<file path="src/rtl/video_wr_packer.sv">
// ---------------------------------------------------------------------------
// video_wr_packer
//
// Packs a 16-bit RGB565 pixel stream into 256-bit DDR words, tags each word
// with an address inside one of two frame buffers, queues the words in a
// small FIFO and hands them one at a time to the DDR AXI write controller
// through its wr_req / wr_busy / wr_done user interface.
// Everything runs in the clk_100M domain.
//
// Ports:
//   clk_100M    in   clock
//   rstn        in   synchronous, active-low reset
//   init_done   in   DDR calibration complete; no requests are issued before
//   pix_vs      in   frame sync level, rising edge starts a new frame
//   pix_valid   in   pixel qualifier
//   pix_data    in   PIX_W-bit pixel
//   wr_req      out  write request level to the controller
//   wr_addr     out  write address, stable while wr_req is high
//   awlen       out  burst length, always 0 (single beat)
//   wr_data     out  write word, stable while wr_req is high
//   wr_busy     in   controller accepted the request
//   wr_done     in   controller finished the write (one-cycle pulse)
//   frame_buf   out  index of the frame buffer currently being filled
//   frame_done  out  one-cycle pulse when the previous frame is fully handed off
//   fifo_ovf    out  sticky: a packed word was dropped on a full FIFO
//   frame_ovf   out  sticky: pixels beyond FRAME_WORDS words were dropped
// ---------------------------------------------------------------------------
module video_wr_packer #(
   parameter int                ADDR_W      = 28,
   parameter int                DATA_W      = 256,
   parameter int                PIX_W       = 16,
   parameter int                FIFO_DEPTH  = 4,
   parameter int                FRAME_WORDS = 30000,
   parameter int                ADDR_STEP   = 8,
   parameter logic [ADDR_W-1:0] BASE0       = 28'h000_0000,
   parameter logic [ADDR_W-1:0] BASE1       = 28'h010_0000
) (
   input  logic              clk_100M,
   input  logic              rstn,
   input  logic              init_done,
   input  logic              pix_vs,
   input  logic              pix_valid,
   input  logic [PIX_W-1:0]  pix_data,
   output logic              wr_req,
   output logic [ADDR_W-1:0] wr_addr,
   output logic [3:0]        awlen,
   output logic [DATA_W-1:0] wr_data,
   input  logic              wr_busy,
   input  logic              wr_done,
   output logic              frame_buf,
   output logic              frame_done,
   output logic              fifo_ovf,
   output logic              frame_ovf
);

   localparam int PIX_PER_WORD = DATA_W / PIX_W;
   localparam int CNT_W        = $clog2(PIX_PER_WORD);
   localparam int IDX_W        = $clog2(FRAME_WORDS + 1);
   localparam int PTR_W        = $clog2(FIFO_DEPTH);

   localparam logic [CNT_W-1:0]  LAST_SLOT = CNT_W'(PIX_PER_WORD - 1);
   localparam logic [IDX_W-1:0]  IDX_FULL  = IDX_W'(FRAME_WORDS);
   localparam logic [IDX_W-1:0]  IDX_LAST  = IDX_W'(FRAME_WORDS - 1);
   localparam logic [ADDR_W-1:0] STEP      = ADDR_W'(ADDR_STEP);

   typedef enum logic [1:0] {
      S_IDLE,
      S_REQ,
      S_WAIT
   } state_t;

   // Frame sync edge detection and frame bookkeeping
   logic              vsPrev_q;
   logic              vsRise;
   logic              firstFrame_q, firstFrame_d;
   logic              frameBuf_q, frameBuf_d;

   // Pixel packing
   logic [CNT_W-1:0]  pixCount_q, pixCount_d;
   logic [DATA_W-1:0] wordBuf_q, wordBuf_d;
   logic [IDX_W-1:0]  wordIdx_q, wordIdx_d;
   logic [CNT_W-1:0]  curCount;
   logic [IDX_W-1:0]  curIdx;
   logic              curBuf;
   logic [DATA_W-1:0] assembled;

   // Completed word waiting for its FIFO write slot
   logic              pushValid_q, pushValid_d;
   logic [DATA_W-1:0] pushData_q, pushData_d;
   logic [ADDR_W-1:0] pushAddr_q, pushAddr_d;
   logic              pushLast_q, pushLast_d;

   // Packed-word FIFO
   logic [ADDR_W-1:0] fifoAddr_q [FIFO_DEPTH];
   logic [DATA_W-1:0] fifoData_q [FIFO_DEPTH];
   logic              fifoLast_q [FIFO_DEPTH];
   logic [PTR_W:0]    wrPtr_q, rdPtr_q;
   logic [PTR_W-1:0]  wrIdx, rdIdx;
   logic              fifoFull, fifoEmpty;
   logic              fifoPush, fifoPop, pushDrop;

   // Status flags
   logic              fifoOvf_q, fifoOvf_d;
   logic              frameOvf_q, frameOvf_d;
   logic              lastDropped_q, lastDropped_d;
   logic              frameDone_q, frameDone_d;

   // Requester
   state_t            state_q, state_d;
   logic              wrReq_q, wrReq_d;
   logic [ADDR_W-1:0] wrAddr_q, wrAddr_d;
   logic [DATA_W-1:0] wrData_q, wrData_d;
   logic              curLast_q, curLast_d;

   assign vsRise    = pix_vs & ~vsPrev_q;

   assign wrIdx     = wrPtr_q[PTR_W-1:0];
   assign rdIdx     = rdPtr_q[PTR_W-1:0];
   assign fifoEmpty = (wrPtr_q == rdPtr_q);
   assign fifoFull  = (wrPtr_q[PTR_W] != rdPtr_q[PTR_W]) && (wrIdx == rdIdx);

   // Pixel packing. A frame start takes effect in the same cycle it is
   // detected, so a pixel arriving alongside the edge becomes pixel 0 of
   // word 0 of the new frame. The address of a finished word is resolved
   // here, at completion time, so a frame start in the following cycle
   // cannot move it to the wrong buffer.
   always_comb begin
      firstFrame_d = firstFrame_q;
      frameBuf_d   = frameBuf_q;
      pixCount_d   = pixCount_q;
      wordBuf_d    = wordBuf_q;
      wordIdx_d    = wordIdx_q;
      pushValid_d  = 1'b0;
      pushData_d   = pushData_q;
      pushAddr_d   = pushAddr_q;
      pushLast_d   = pushLast_q;
      frameOvf_d   = frameOvf_q;
      curCount     = pixCount_q;
      curIdx       = wordIdx_q;
      curBuf       = frameBuf_q;
      assembled    = wordBuf_q;

      if (vsRise) begin
         curCount     = '0;
         curIdx       = '0;
         if (!firstFrame_q) begin
            curBuf = ~frameBuf_q;
         end
         firstFrame_d = 1'b0;
         frameBuf_d   = curBuf;
         pixCount_d   = '0;
         wordIdx_d    = '0;
      end

      if (pix_valid) begin
         assembled[int'(curCount) * PIX_W +: PIX_W] = pix_data;
         wordBuf_d = assembled;
         if (curCount == LAST_SLOT) begin
            pixCount_d = '0;
            if (curIdx == IDX_FULL) begin
               frameOvf_d = 1'b1;
            end else begin
               pushValid_d = 1'b1;
               pushData_d  = assembled;
               pushAddr_d  = (curBuf ? BASE1 : BASE0) + ADDR_W'(curIdx) * STEP;
               pushLast_d  = (curIdx == IDX_LAST);
               wordIdx_d   = curIdx + IDX_W'(1);
            end
         end else begin
            pixCount_d = curCount + CNT_W'(1);
         end
      end
   end

   // FIFO write side and status flags. A push on a full FIFO is only an
   // overflow if the requester is not popping in the same cycle. If the
   // dropped word was the last of its frame, the controller will never
   // report it, so frame_done is produced on the next frame start instead.
   always_comb begin
      fifoPush      = 1'b0;
      pushDrop      = 1'b0;
      fifoOvf_d     = fifoOvf_q;
      lastDropped_d = lastDropped_q;
      frameDone_d   = 1'b0;

      if (pushValid_q) begin
         if (!fifoFull || fifoPop) begin
            fifoPush = 1'b1;
         end else begin
            pushDrop  = 1'b1;
            fifoOvf_d = 1'b1;
         end
      end

      if (pushDrop && pushLast_q) begin
         lastDropped_d = 1'b1;
      end

      if (state_q == S_WAIT && wr_done && curLast_q) begin
         frameDone_d = 1'b1;
      end

      if (vsRise) begin
         if (lastDropped_q || (pushDrop && pushLast_q)) begin
            frameDone_d = 1'b1;
         end
         lastDropped_d = 1'b0;
      end
   end

   // Requester next-state logic. The word is loaded into the output
   // registers in the same edge that raises wr_req, so address and data are
   // already valid when the controller sees the rising edge. The WAIT state
   // plus one IDLE cycle keeps wr_req low for at least two cycles.
   always_comb begin
      state_d   = state_q;
      wrReq_d   = wrReq_q;
      wrAddr_d  = wrAddr_q;
      wrData_d  = wrData_q;
      curLast_d = curLast_q;
      fifoPop   = 1'b0;

      case (state_q)
         S_IDLE: begin
            if (!fifoEmpty && init_done) begin
               fifoPop   = 1'b1;
               wrReq_d   = 1'b1;
               wrAddr_d  = fifoAddr_q[rdIdx];
               wrData_d  = fifoData_q[rdIdx];
               curLast_d = fifoLast_q[rdIdx];
               state_d   = S_REQ;
            end
         end
         S_REQ: begin
            if (wr_busy) begin
               wrReq_d = 1'b0;
               state_d = S_WAIT;
            end
         end
         S_WAIT: begin
            if (wr_done) begin
               state_d = S_IDLE;
            end
         end
         default: begin
            wrReq_d = 1'b0;
            state_d = S_IDLE;
         end
      endcase
   end

   // FIFO storage. Entries need no reset: the pointers decide what is valid.
   always_ff @(posedge clk_100M) begin
      if (fifoPush) begin
         fifoAddr_q[wrIdx] <= pushAddr_q;
         fifoData_q[wrIdx] <= pushData_q;
         fifoLast_q[wrIdx] <= pushLast_q;
      end
   end

   // All control and datapath registers. Reset discards the FIFO contents,
   // any partial word and any in-flight controller transaction.
   always_ff @(posedge clk_100M) begin
      if (!rstn) begin
         vsPrev_q      <= 1'b0;
         firstFrame_q  <= 1'b1;
         frameBuf_q    <= 1'b0;
         pixCount_q    <= '0;
         wordBuf_q     <= '0;
         wordIdx_q     <= '0;
         pushValid_q   <= 1'b0;
         pushData_q    <= '0;
         pushAddr_q    <= '0;
         pushLast_q    <= 1'b0;
         wrPtr_q       <= '0;
         rdPtr_q       <= '0;
         fifoOvf_q     <= 1'b0;
         frameOvf_q    <= 1'b0;
         lastDropped_q <= 1'b0;
         frameDone_q   <= 1'b0;
         state_q       <= S_IDLE;
         wrReq_q       <= 1'b0;
         wrAddr_q      <= '0;
         wrData_q      <= '0;
         curLast_q     <= 1'b0;
      end else begin
         vsPrev_q      <= pix_vs;
         firstFrame_q  <= firstFrame_d;
         frameBuf_q    <= frameBuf_d;
         pixCount_q    <= pixCount_d;
         wordBuf_q     <= wordBuf_d;
         wordIdx_q     <= wordIdx_d;
         pushValid_q   <= pushValid_d;
         pushData_q    <= pushData_d;
         pushAddr_q    <= pushAddr_d;
         pushLast_q    <= pushLast_d;
         wrPtr_q       <= wrPtr_q + (PTR_W+1)'(fifoPush);
         rdPtr_q       <= rdPtr_q + (PTR_W+1)'(fifoPop);
         fifoOvf_q     <= fifoOvf_d;
         frameOvf_q    <= frameOvf_d;
         lastDropped_q <= lastDropped_d;
         frameDone_q   <= frameDone_d;
         state_q       <= state_d;
         wrReq_q       <= wrReq_d;
         wrAddr_q      <= wrAddr_d;
         wrData_q      <= wrData_d;
         curLast_q     <= curLast_d;
      end
   end

   assign wr_req     = wrReq_q;
   assign wr_addr    = wrAddr_q;
   assign wr_data    = wrData_q;
   assign awlen      = 4'd0;
   assign frame_buf  = frameBuf_q;
   assign frame_done = frameDone_q;
   assign fifo_ovf   = fifoOvf_q;
   assign frame_ovf  = frameOvf_q;

endmodule

</file>
<file path="config.mk">
export PLATFORM = sky130hd
export DESIGN_NAME = video_wr_packer
export DESIGN_NICKNAME = d
export VERILOG_FILES = /design/src/rtl/video_wr_packer.sv
export SDC_FILE = /design/constraint.sdc
export NUM_CORES = 2
export LEC_CHECK = 0
export BUFFER_PORTS_ARGS = -buffer_cell sky130_fd_sc_hd__buf_2
export CAP_MARGIN = 20
export CORE_AREA = 2 2 511 361
export DETAILED_ROUTE_END_ITERATION = 10
export DIE_AREA = 0 0 513 363
export GPL_ROUTABILITY_DRIVEN = 1
export GPL_TIMING_DRIVEN = 1
export SETUP_SLACK_MARGIN = 0.15
export SLEW_MARGIN = 0
export SYNTH_ARGS = -nofsm -noshare
export SYNTH_HDL_FRONTEND = slang
export SYNTH_SLANG_ARGS = --single-unit
</file>
<file path="constraint.sdc">
create_clock -name clk_100M -period 46.1 [get_ports clk_100M]
set_clock_uncertainty 0.1 [all_clocks]
set_input_delay 9.22 -clock clk_100M [delete_from_list [all_inputs] [get_ports clk_100M]]
set_output_delay 9.22 -clock clk_100M [all_outputs]
set_load 0.005 [all_outputs]
</file>
==> reports/metrics.cfg <==
[setup_path]
reg2reg_depth = 11
r2r_end = pushData_q[73]
startpoint_type = input pin
critPathMostFrequentCell = buf_4
crit_type = input pin to register
crit_family = buffers and inverters
crit_fanout = 108
required_ns = 46.73
cpPeakStageDelay_ns = 0.86
path_cells = buf_2, nand2b_2, buf_4, nand2_1, inv_1, ha_1, nand4_2, a21oi_4, buf_4, buf_4, o21ai_0, a31oi_1
r2r_start = vsPrev_q
worst_ep_arrival_time_ns = 14.42
r2r_slack_ns = 40.47
critPathSlowestCell = buf_4
crit_buf_inv = 5
endpoint_kind = register

[drt]
drt-wirelength-per-cell_um = 22.7
drtIter0Drc = 4009
drc = 0
ant_nets = 0
drt_wl_total_um = 182000
vias_per_cell = 5.33
drt_first_pass_iters = 6
num_vias = 42600

[clocking]
cts_buffers = 185
clock_path_buffers = 3
insertion_delay_ns = 0.82
post_cts_resize_count = 0
clk_pin_slew_ns = 0.06
postCtsSetupBuffers = 0
htree_levels = 4
cts_tree = built
ctsHoldBuffers = 0
cts_root_buf = clkbuf_16
cts_sinks = 1930

[logic_synthesis]
async_flop_share_pct = 0
yosys.area.top_type = edfxtp_1
ys.flop_type = edfxtp_1
yosys.cell_count.top_type = edfxtp_1
yosys_warnings = 0
synth_edf_count = 1092
synthCells = 5274
syn_area_um2 = 72200
synth_cell_types = 66
postSynthAreaPerCell_um2 = 13.7
synth.area.top_cells = edfxtp_1 (45%), dfxtp_1 (23%), mux4_2 (8.5%)
yosysSeqAreaShare_pct = 68.7
yosysTopAreaCellShare_pct = 45.4
ys_top_cells_by_count = edfxtp_1 (1092), nand2_1 (876), dfxtp_1 (838)
synth-seq-cells = 1930

[timing]
final-hold-violation-count = 0
rsz0062_at_grt = false
fin_crit_sh_pct = 29.9
finalSetupViolCount = 0
period_minus_slack_ns = 13.79
fmax_mhz = 72.5
whs_ns = 0.350
maxSlewHeadroom_pct = 22.6
worstMarginPinSlew_ns = 1.16
setup_tns_ns = 0
drv_slew = 0

[hold_path]
min_path_type = register to register
whs_endpoint = wr_data[42]
hold_depth = 2
hp-start = wr_data[42]

[placed_design]
dp_cells = 7628
port_buffers = 299
globalplace.congestion = 0.821
post-dp-hpwl_um = 112000

[floorplanning]
start_util_pct = 39.9
rows = 131
dieArea_um2 = 186000
die_width_um = 513
coreArea_um2 = 181000
io_pins = 316
dieHeight_um = 363

[global_routing]
grtUsageTotal_pct = 19.1
grt_max_degree = 226
grt_antenna_before_repair = 11
grt_overflow = 0
grt_pass1_wl_um = 270000
first_global_vias = 40700

[power_and_ir_drop]
cellLeakagePower_nw = 30.5
ir_worst_vdd_mv = 0.0306
p_per_area_nw_per_um2 = 41.3
total_power_mw = 3.38

[status]
outcome = completed

[layout]
fin_cells = 7992
final_nets = 5459
areaGrowthSynthToFinish_pct = 13.5
drive_gt1_share_pct = 17.4
fill_cells = 16000
utilization_pct = 45.2

[job]
cap_violations = 0

power by group:
group,switching (mW),internal (mW)
sequential,0.00113,1.80
combinational,0.0341,0.00910
clock,0.670,0.866
metal layers:
metal | vias to the layer above | track usage, % | part of all wire (%)
li1 | 19600 | - | -
met1 | 21600 | 28.9 | 47
met2 | 1212 | 28.5 | 44
met3 | 215 | 3.40 | 6.3
met4 | 0 | 4.38 | 1.9
met5 | - | 0 | 0
worst min-delay path, delay by kind of cell (launching register included):
kind	cells	cell delay, ns
compound gates	1	0.05
simple gates	1	0.05
flops	1	0.30
worst max-delay path by stage:
stage          startpoint  slack (ns)                end  depth (start not counted)
5_1_grt            pix_vs       31.92    pushData_q[138]                         12
6_report           pix_vs       32.31     pushData_q[73]                         12
4_1_cts            pix_vs       32.47    pushData_q[232]                         12
3_5_place_dp       pix_vs       31.60    pushData_q[232]                         12
2_1_floorplan   init_done       15.13  fifoAddr_q[0][10]                          4
3_3_place_gp       pix_vs       31.78     pushData_q[41]                         12
registers in the layout (all words and copies together) (netlist names), 2 cells and up:
name and cells:
wr_data 256, fifoLast_q 4, pushAddr_q 16, pushData_q 256, fifoAddr_q 64, wr_addr 16
state_q 2, fifoData_q 1024, wordIdx_q 15, rdPtr_q 3, wordBuf_q 256, pixCount_q 4
wrPtr_q 3
cells by family after synthesis:
family	count (synthesis)	share of synthesized area (%)
adders and majority gates	11	0.191
buffers and inverters	428	2.62
muxes	647	13.7
and+or+nand+nor	1402	8.35
other	1	0.00520
AOI/OAI and AO/OA	841	6.29
DFF	1930	68.7
xor gates and xnor gates	14	0.170
metrics by stage:
| stage | setup slack [ns] | area [um2] |
|---|---|---|
| 6_report | 32.31 | 81900 |
| 5_1_grt | 31.92 | 81900 |
| 4_1_cts | 32.47 | 81800 |
| 3_5_place_dp | 31.60 | 75600 |
| 3_3_place_gp | 31.78 | 75500 |
| 2_1_floorplan | 15.13 | 72200 |
area by class of cell:
type	count	area (um2)	area share, %
Inverter	8	45.0	0.0550
Antenna cell	8	20.0	0.0244
Clock buffer	272	5400	6.59
Timing Repair Buffer	369	2180	2.66
Tap cell	2394	3000	3.66
Sequential cell	1930	49600	60.5
Multi-Input combinational cell	2931	20900	25.5
Clock inverter	80	838	1.02
cell usage in the layout, fill, tap and decap left out, types with 21 or more instances in the layout:
master / count
edfxtp_1: 1092
nand2_1: 875
dfxtp_1: 836
a21oi_1: 509
mux2i_1: 374
buf_2: 298
mux4_2: 273
nor2_1: 265
clkbuf_16: 194
o21ai_0: 144
nand3_1: 87
a211oi_1: 74
buf_4: 58
a31oi_1: 57
clkbuf_1: 49
o21ai_1: 42
and2_1: 33
clkinv_2: 26
clkbuf_8: 24
and3_1: 21
No activity file was read; power rests on OpenSTA's default activity.
